--- src/rtl/game_pkg.sv ---
// Shared types and defaults for the Yoshi game sequencer, timer and score path.
package game_pkg;

  typedef enum logic [1:0] {
    IDLE  = 2'd0,
    CLEAR = 2'd1,
    PLAY  = 2'd2,
    OVER  = 2'd3
  } game_state_e;

  localparam int unsigned GAME_SECONDS_DEF     = 60;
  localparam int unsigned FRAMES_PER_SEC_DEF   = 60;
  localparam int unsigned OVER_HOLD_FRAMES_DEF = 180;

  localparam int SCORE_W = 14;  // 0..9999, shared with eggs and score display
  localparam int TIME_W  = 7;   // seconds, up to 127
  localparam int FRAME_W = 6;   // frame-in-second count, up to 63
  localparam int HOLD_W  = 8;   // game-over hold frames, up to 255

endpackage

--- src/rtl/game_timer.sv ---
// Per-second countdown driven by the VGA frame tick; expire pulses on the 1->0 second.
module game_timer
  import game_pkg::*;
#(
  parameter int unsigned GAME_SECONDS   = GAME_SECONDS_DEF,
  parameter int unsigned FRAMES_PER_SEC = FRAMES_PER_SEC_DEF
) (
  input  logic              clk,
  input  logic              reset,
  input  logic              load,
  input  logic              run,
  input  logic              frame_tick,
  output logic [TIME_W-1:0] time_left,
  output logic              expire
);

  logic [FRAME_W-1:0] frame_cnt_q, frame_cnt_d;
  logic [TIME_W-1:0]  time_left_q, time_left_d;
  logic               sec_wrap;

  always_comb begin
    // NOTE: every combinational output gets a default first so no path leaves it unassigned (no latch).
    frame_cnt_d = frame_cnt_q;
    time_left_d = time_left_q;
    sec_wrap    = run && frame_tick && (frame_cnt_q == FRAME_W'(FRAMES_PER_SEC - 1));
    if (load) begin
      frame_cnt_d = '0;
      time_left_d = TIME_W'(GAME_SECONDS);
    end else if (sec_wrap) begin
      frame_cnt_d = '0;
      time_left_d = time_left_q - TIME_W'(1);
    end else if (run && frame_tick) begin
      frame_cnt_d = frame_cnt_q + FRAME_W'(1);
    end
  end

  // Combinational so the FSM leaves PLAY on the same edge as the final tick.
  assign expire    = sec_wrap && (time_left_q == TIME_W'(1));
  assign time_left = time_left_q;

  always_ff @(posedge clk or posedge reset) begin
    // NOTE: state registers use non-blocking assignment so every flop samples pre-edge values.
    if (reset) begin
      frame_cnt_q <= '0;
      time_left_q <= TIME_W'(GAME_SECONDS);
    end else begin
      frame_cnt_q <= frame_cnt_d;
      time_left_q <= time_left_d;
    end
  end

endmodule

--- src/rtl/game_ctrl.sv ---
// Game sequencer: title/clear/play/over phases, start edge detect, game-over hold and high score.
module game_ctrl
  import game_pkg::*;
#(
  parameter int unsigned GAME_SECONDS     = GAME_SECONDS_DEF,
  parameter int unsigned FRAMES_PER_SEC   = FRAMES_PER_SEC_DEF,
  parameter int unsigned OVER_HOLD_FRAMES = OVER_HOLD_FRAMES_DEF
) (
  input  logic               clk,
  input  logic               reset,
  input  logic               frame_tick,
  input  logic               start_btn,
  input  logic               new_score,
  input  logic [SCORE_W-1:0] score,
  output logic               play_en,
  output logic               game_clear,
  output logic [1:0]         state,
  output logic [TIME_W-1:0]  time_left,
  output logic [SCORE_W-1:0] high_score,
  output logic               new_high,
  output logic               title_on,
  output logic               gameover_on
);

  game_state_e        state_q, state_d;
  logic               start_d_q, start_rise, expire;
  logic [HOLD_W-1:0]  hold_cnt_q, hold_cnt_d;
  logic               hs_done_q, hs_done_d;
  logic [SCORE_W-1:0] high_score_q, high_score_d;
  logic               new_high_q, new_high_d;
  logic               play_en_q, game_clear_q, title_on_q, gameover_on_q;

  // The HUD flash counter lives elsewhere; the pulse is not part of sequencing.
  logic unused_new_score;
  assign unused_new_score = new_score;

  assign start_rise = start_btn & ~start_d_q;

  game_timer #(
    .GAME_SECONDS  (GAME_SECONDS),
    .FRAMES_PER_SEC(FRAMES_PER_SEC)
  ) u_timer (
    .clk       (clk),
    .reset     (reset),
    .load      (state_q == CLEAR),
    .run       (state_q == PLAY),
    .frame_tick(frame_tick),
    .time_left (time_left),
    .expire    (expire)
  );

  always_comb begin
    state_d      = state_q;
    hold_cnt_d   = hold_cnt_q;
    hs_done_d    = hs_done_q;
    high_score_d = high_score_q;
    new_high_d   = new_high_q;
    case (state_q)
      IDLE:  if (start_rise) state_d = CLEAR;
      CLEAR: begin
        new_high_d = 1'b0;
        state_d    = PLAY;
      end
      PLAY: if (expire) begin
        state_d    = OVER;
        hold_cnt_d = HOLD_W'(OVER_HOLD_FRAMES);
        hs_done_d  = 1'b0;
      end
      OVER: begin
        // Compare on the first tick so a score landing on the final PLAY cycle is seen.
        if (frame_tick && !hs_done_q) begin
          hs_done_d = 1'b1;
          if (score > high_score_q) begin
            high_score_d = score;
            new_high_d   = 1'b1;
          end
        end
        if (frame_tick && (hold_cnt_q != '0)) hold_cnt_d = hold_cnt_q - HOLD_W'(1);
        if (start_rise && (hold_cnt_q == '0)) state_d = CLEAR;
      end
      default: state_d = IDLE;
    endcase
  end

  always_ff @(posedge clk or posedge reset) begin
    if (reset) begin
      state_q       <= IDLE;
      start_d_q     <= 1'b1;  // a button held through reset must not look like a press
      hold_cnt_q    <= '0;
      hs_done_q     <= 1'b0;
      high_score_q  <= '0;
      new_high_q    <= 1'b0;
      play_en_q     <= 1'b0;
      game_clear_q  <= 1'b0;
      title_on_q    <= 1'b1;
      gameover_on_q <= 1'b0;
    end else begin
      state_q       <= state_d;
      start_d_q     <= start_btn;
      hold_cnt_q    <= hold_cnt_d;
      hs_done_q     <= hs_done_d;
      high_score_q  <= high_score_d;
      new_high_q    <= new_high_d;
      play_en_q     <= (state_d == PLAY);
      game_clear_q  <= (state_d == CLEAR);
      title_on_q    <= (state_d == IDLE);
      gameover_on_q <= (state_d == OVER);
    end
  end

  assign state       = state_q;
  assign play_en     = play_en_q;
  assign game_clear  = game_clear_q;
  assign title_on    = title_on_q;
  assign gameover_on = gameover_on_q;
  assign high_score  = high_score_q;
  assign new_high    = new_high_q;

endmodule

--- config.mk ---
export PLATFORM = sky130hd
export DESIGN_NAME = game_ctrl
export DESIGN_NICKNAME = d
export VERILOG_FILES = /design/src/rtl/game_pkg.sv /design/src/rtl/game_timer.sv /design/src/rtl/game_ctrl.sv
export SDC_FILE = /design/constraint.sdc
export NUM_CORES = 1
export LEC_CHECK = 0
export CORE_MARGIN = 4
export CORE_UTILIZATION = 45
export DETAILED_ROUTE_END_ITERATION = 10
export GPL_TIMING_DRIVEN = 0
export PLACE_DENSITY = 0.82
export SLEW_MARGIN = 40
export SYNTH_ARGS = -nofsm -noshare
export SYNTH_HDL_FRONTEND = slang
export SYNTH_SLANG_ARGS = --single-unit
--- constraint.sdc ---
create_clock -name clk -period 2.9 [get_ports clk]
set_input_delay 0.58 -clock clk [delete_from_list [all_inputs] [get_ports clk]]
set_output_delay 0.58 -clock clk [all_outputs]
set_load 0.05 [all_outputs]
After elaboration in Yosys (flattened, before gate mapping)
Cells that the tools add are included.
- $add $sub $neg: 3
- reduce and logical (&&, ||, !) cells: 19
- bitwise logic cells: 2
- equality and inequality tests: 12
- magnitude comparators: 1
- mux-type cells: 18
- operator list (cell ; number):
    2-to-1 mux 6 bit ; 3
    2-to-1 mux 8 bit ; 2
    case mux 8 bit (2 select lines) ; 1
    greater-than comparator 14 bit ; 1
    2-to-1 mux 7 bit ; 2
    AND reduction 3 bit ; 4
    equality test 2 bit, second input constant ; 4
    logical NOT 8 bit ; 1
    inequality test 2 bit, second input constant ; 4
    case mux 2 bit (4 select lines) ; 1
    nonzero test 8 bit ; 1
    subtractor 8 x 1 -> 8 bit, second input constant ; 1
    equality test 7 x 1 -> 1 bit, second input constant ; 1
    subtractor 7 x 1 -> 7 bit, second input constant ; 1
    adder 6 x 1 -> 6 bit, second input constant ; 1
    equality test 6 bit, second input constant ; 1
    logical AND 1 bit ; 6
    2-to-1 mux 2 bit ; 3
    nonzero test 2 bit ; 3
    equality test 2 x 1 -> 1 bit, second input constant ; 2
    logical NOT 2 bit ; 2
    2-to-1 mux 1 bit ; 4
    case mux 1 bit (2 select lines) ; 2
    nonzero test 3 bit ; 1
    3 further kinds ; 3
- input port bits: 19
- register bits: 44
- logic and storage cells: 67
- output and inout bits: 28

Logic depth before layout (Yosys ltp)
- depth in word-level cells: 7
- gate-level depth with buffers: 8
- depth with buffers taken out: 7

Cells and area by module
Synthesis repeated with hierarchy kept, for this count alone.
- cells, all modules: 233
- area, all modules: 2454.9 µm²
- by module, submodules not included (module ; cells each ; seq. area each (µm²) ; area an instance (µm²) ; instances):
    game_ctrl ; 153 ; 778.2 ; 1712.9 ; 1
    game_timer ; 80 ; 330.3 ; 742.0 ; 1

Worst setup path before layout
No wires, ideal clock.
- path type: reg2reg
- start point: register high_score_q[13], in the netlist high_score[13]
- end point: register high_score_q[0], in the netlist high_score[0]
- setup time: 125 ps
- cell stages (with the launch flop): 9
- slack: 385 ps
- required time: 2775 ps
- buffers on the path: 1
- period minus slack after synthesis: 2515 ps
- arrival: 2390 ps
- cell sequence: dfrtp_1 inv_1 ha_1 nand4_1 nor2_1 a311oi_1 a311oi_2 buf_4 mux2_2
- word-level cells in the longest chain between the ends: 2
- RTL lines (element ; RTL line ; text):
    from (decl) ; game_ctrl.sv:29 ; logic [SCORE_W-1:0] high_score_q, high_score_d;
    from (signal assigned) ; game_ctrl.sv:102 ; high_score_q <= high_score_d;
    greater-than comparator 14 bit ; game_ctrl.sv:73 ; if (score > high_score_q) begin
    AND reduction 3 bit (no source line) ; - ;
Every way passes these cells.
A chain may end at the register's enable or synchronous reset.

Final worst setup path
- start point: input port score[12]
- end point: register high_score_q[5], in the netlist high_score[5]
- word-level cells in the longest chain between the ends: 2
- RTL lines (element ; RTL line ; text):
    from (decl) ; game_ctrl.sv:14 ; input logic [SCORE_W-1:0] score,
    greater-than comparator 14 bit ; game_ctrl.sv:73 ;
    AND reduction 3 bit (no source line) ; - ;
Every way passes these cells.

==> results.md <==
- Row generation in the floorplan step produced 26 rows.
- The reg-to-reg critical path startpoint is u_timer.frame_cnt_q[0]$_DFFE_PP0P_.
- The root buffer selected by CTS is sky130_fd_sc_hd__clkbuf_8.
- The share of power burned in registers is 55.1%.
- STA classifies the critical path startpoint as a primary input.
- The worst-case hold slack is 0.511 ns.
- The number of enable flip-flop cells after synthesis is 0.
- The number of global-route vias before repair is 1841.
- The number of cells upsized or downsized after cts is 0.
- The endpoint of the worst hold-timing path is hs_done_q$_DFFE_PP0P_.
- The post-synthesis instance area is 2360 sq um.
- In this run the tool buffered the top-level ports with 45 buffer cells.
- The ratio of total power to cell area is 411 nW/um^2.
- IR analysis of the VDD net gives a maximum drop of 0.288 mV.
- The number of buffers on the longest clock path is 2.
- The total DRC errors in the routed layout is 0.
- For the worst flop-to-flop path, the logic depth is 6.
- The wire length of the first global-routing pass is 8370 um.
- The worst stage delay on the critical path is 0.44 ns.
- The cell area reported after detailed placement is 2910 sq um.
- The largest fanout of any net on the critical path is 10.
- The share of the synthesized area in compound gates (AO/OA/AOI/OAI) is 9.63%.
- The proportion of layout cells with a drive suffix above 1 is 13.5%.
- The count of final setup violators is 0.
- The total global routing track utilization is 16.4%.
- The achievable frequency is 383 MHz.
- From bottom edge to top edge, the die measures 80.5 um.
- The arrival time at the worst endpoint is 2.79 ns.
- The remaining global-route overflow is 0.
- Walking the worst path, the cells encountered are clkdlybuf4s50_1, ha_1, nand4_1, nor2_1, o31ai_1, a311oi_2, buf_4, mux2_2.
- After routing the design area is 3010 sq um.
- The tool flagged a number of max-cap violations equal to 0.
- The sequential cells in the finished layout cover a total of 1110 sq um.
- The main combinational cell family by area after synthesis is simple AND/OR/NAND/NOR gates.
- At the pin with the least slew margin, the transition time is 0.590 ns.
- Yosys attributes the largest share of cell area to sky130_fd_sc_hd__dfrtp_1 (40%), sky130_fd_sc_hd__ha_1 (10%), sky130_fd_sc_hd__dfstp_2 (6.7%), sky130_fd_sc_hd__mux2_2 (6.7%), sky130_fd_sc_hd__nand2_1 (3.7%).
- The layout-stage area growth over the synthesis result is 27.3%.
- Clock-pin slew was measured on the worst setup and hold paths at 0.08 ns.
- Headroom to the max-slew limit came out at 60.4%.
- In this run the critical register-to-register path is captured at hold_cnt_q[1]$_DFFE_PP0P_.
- The routed length per placed instance is 13.5 um.
- The total of warnings raised by yosys is 0.
- The post-route total power is 1.24 mW.
- The kind of cell adding the most delay to the critical path is buffers and inverters.
- The library cell used most frequently in the layout, excluding fill and tap cells, is sky130_fd_sc_hd__clkdlybuf4s50_1.
- The worst-skew pair later-pin latency is 0.30 ns.
- The setup skew after layout is 0.00726 ns.
- The power dissipated by switching net loads is 0.332 mW.
- The smallest setup slack after layout is 0.291 ns.
- The die covers 6480 sq um.
- Timing analysis after detailed placement gives a worst setup slack of -0.252 ns.
- Setup slack on the worst reg-to-reg path comes out at 0.56 ns.
- The capturing element type of the critical path is a flip-flop.
- The number of antenna diodes is 0.
- Of the available clock period, the critical path in the final layout requires 90.0%.
- The share of total power in the clock network is 33.2%.
- The detail route stage leaves a number of antenna-violating nets equal to 0.
- The flip-flop and latch count after synthesis is 44.
- The synthesized area per cell is 10.1 sq um.
- The final hold violation count is 0.
- The congestion estimate from routability-driven global placement came to 0.802.
- For the worst setup path, the data required time is 3.09 ns.
- The total CTS buffers is 5.
- Net switching is 26.8% of the power.
- Summed over all nets, the half-perimeter wirelength after detailed placement is 3590 um.
- The count of cell instances traversed by the critical path is 8.
- Summed over its instances, the top area cell type makes up 40.2% of the synthesized netlist area.
- The synthesized netlist devotes 10.1% of its cell area to adder and majority cells.
- The number of nets handed over by synthesis was 273.
- Summing the areas of all xor and xnor instances in the mapped netlist gives 4.07% of the synthesized area.
- The kind of path behind the tightest hold check is reg -> reg.
- The number of H-tree levels is 2.
- The via count is 1840.
- After detailed routing, the number of vias per cell comes to 5.13.
- The floorplan die width is 80.5 um.
- The part of the Yosys area used for sequential elements is 46.9%.
- The critical path contains buffers and inverters numbering 2 combined.
- The multiplexer share of the synthesized area is 6.67%.
- Summing all multi-input logic gate instances after layout gives 1140 sq um.
- The number of antenna violations at the first check in global routing is 0.
- Measured on the finished design, the core utilization comes to 58.9%.
- The routed design has 4840 um of wire.
- In the synthesized netlist the async set-or-reset flop fraction comes to 100%.
- The final-layout fill cell count is 452.
- The internal power is 0.906 mW.
- The run finished with clean final reports.
- The analysis attributes to cell leakage a power of 1.33 nW.
- The top-level I/O count is 47.
- TritonCTS built the clock tree.
- The synthesized netlist cell count is 235.
- The number of buffers inserted for hold repair after clock tree synthesis is 0.
- In the layout the commonest cells are sky130_fd_sc_hd__clkdlybuf4s50_1 (45), sky130_fd_sc_hd__dfrtp_1 (38), sky130_fd_sc_hd__nand2_1 (23).
- The worst setup path is of the in -> reg kind.
- The initial standard-cell utilization of the core is 46.3%.
- The instance count along the most critical hold path is 1.
- Setup repair after global routing left no endpoint under its margin.
- The number of detailed-route iterations in the first pass is 4.
- The time the worst path needs with I/O delays and setup is 2.61 ns.
- The max-slew violation count came to 0.
- The final layout contains 326 nets.
- Clock tree synthesis found a total of 44 sinks.
- The largest net degree at the start of global routing is 45.
- The number of different library cells used by synthesis comes to 39.
- The area fraction in and, or, nand and nor cells after synthesis is 17.9%.
- The top flip-flop cell by instance count after synthesis is sky130_fd_sc_hd__dfrtp_1.
- The critical path's slowest cell is sky130_fd_sc_hd__clkdlybuf4s50_1.
- The combinational share of power is 11.7%.
- The library cell occupying the most area in the post-synthesis netlist is sky130_fd_sc_hd__dfrtp_1.
- In this run the standard cell core region covers 5110 sq um.
- For this block, the initial DRC count from the detailed router was 111.
- The critical hold path startpoint is hs_done_q$_DFFE_PP0P_.
-- metal layers --
metal / GRT usage (%) / vias up / wire length (um)
met5: 0 / - / 0
met3: 3.48 / 2 / 173
li1: - / 928 / -
met2: 28.3 / 30 / 2440
met4: 5.24 / 0 / 36
met1: 20.2 / 880 / 2190
-- layout make-up --
cell class | instances | area share (%)
multi-input combinational | 163 | 38.0
clock buffer | 6 | 2.74
inverter | 20 | 2.58
clock inverter | 2 | 0.499
sequential | 44 | 36.8
tap | 70 | 2.91
timing repair buffer | 46 | 15.2
buffer | 8 | 1.25
-- kinds of logic after synthesis --
group / after synthesis
and+or+nand+nor: 84
DFF: 44
AOI/OAI and AO/OA: 35
buffers and inverters: 28
adders and majority gates: 19
muxes: 14
xor gates and xnor gates: 11
-- through the flow --
step | setup TNS (ns) | instances
finish | 0 | 359
global route | 0 | 359
CTS | 0 | 358
detailed placement | -2.19 | 350
global placement | -2.91 | 350
floorplan | 0 | 235
-- worst reg2reg max path, delay by kind of cell, from the launching register on --
family	cells	cell delay [ns]
AOI/OAI and AO/OA	2	0.54
adders and majority gates	1	0.23
DFF	1	0.40
and+or+nand+nor	3	1.07
-- Yosys cell counts (2+ instances only) --
library cell	number
sky130_fd_sc_hd__xor2_1	7
sky130_fd_sc_hd__a21oi_1	11
sky130_fd_sc_hd__nor2_1	19
sky130_fd_sc_hd__o2111ai_1	2
sky130_fd_sc_hd__nor3_1	10
sky130_fd_sc_hd__nor2b_1	3
sky130_fd_sc_hd__a21o_1	2
sky130_fd_sc_hd__xnor2_1	4
sky130_fd_sc_hd__nand2b_1	2
sky130_fd_sc_hd__ha_1	19
sky130_fd_sc_hd__nand3b_1	2
sky130_fd_sc_hd__o211ai_1	2
sky130_fd_sc_hd__or4b_2	2
sky130_fd_sc_hd__dfstp_2	6
sky130_fd_sc_hd__nand4_1	6
sky130_fd_sc_hd__mux2_2	14
sky130_fd_sc_hd__or3_1	4
sky130_fd_sc_hd__clkbuf_1	4
sky130_fd_sc_hd__buf_2	3
sky130_fd_sc_hd__and3_1	2
sky130_fd_sc_hd__a22o_1	2
sky130_fd_sc_hd__nand2_1	23
sky130_fd_sc_hd__nand3_1	6
sky130_fd_sc_hd__dfrtp_1	38
sky130_fd_sc_hd__o21ai_0	9
sky130_fd_sc_hd__inv_1	20
-- worst max-delay path by stage --
stage / startpoint / endpoint / slack, ns
2_1_floorplan: high_score[13]$_DFFE_PP0P_ / high_score[0]$_DFFE_PP0P_ / 0.38
3_3_place_gp: score[13] / high_score[13]$_DFFE_PP0P_ / -0.30
3_5_place_dp: score[12] / high_score[5]$_DFFE_PP0P_ / -0.25
4_1_cts: score[13] / high_score[5]$_DFFE_PP0P_ / 0.03
5_1_grt: frame_tick / hold_cnt_q[1]$_DFFE_PP0P_ / 0.20
6_report: score[12] / high_score[5]$_DFFE_PP0P_ / 0.29
-- flip-flops by register name, indices dropped and copies added, names as in the netlist --
signal               count
hold_cnt_q               8
title_on                 1
play_en                  1
state                    2
game_clear               1
high_score              14
u_timer.time_left        7
start_d_q                1
hs_done_q                1
u_timer.frame_cnt_q      6
gameover_on              1
new_high                 1
-- repair_timing --
item | CTS | global route
endpoints found under the setup margin | 0 | 9
buffers inserted | 0 | 1
endpoints found under the hold margin | 0 | 0
-- power by group through the flow --
| stage | clock network [mW] | logic (mW) | registers (mW) |
|---|---|---|---|
| after detailed placement | 0 | 0.146 | 0.694 |
| after global placement | 0 | 0.140 | 0.691 |
| after floorplan | 0 | 0.0914 | 0.690 |
| after CTS | 0.425 | 0.148 | 0.683 |
| after global routing | 0.457 | 0.168 | 0.688 |
| final | 0.411 | 0.145 | 0.683 |
Note: power is estimated with default switching activity, not from simulation.
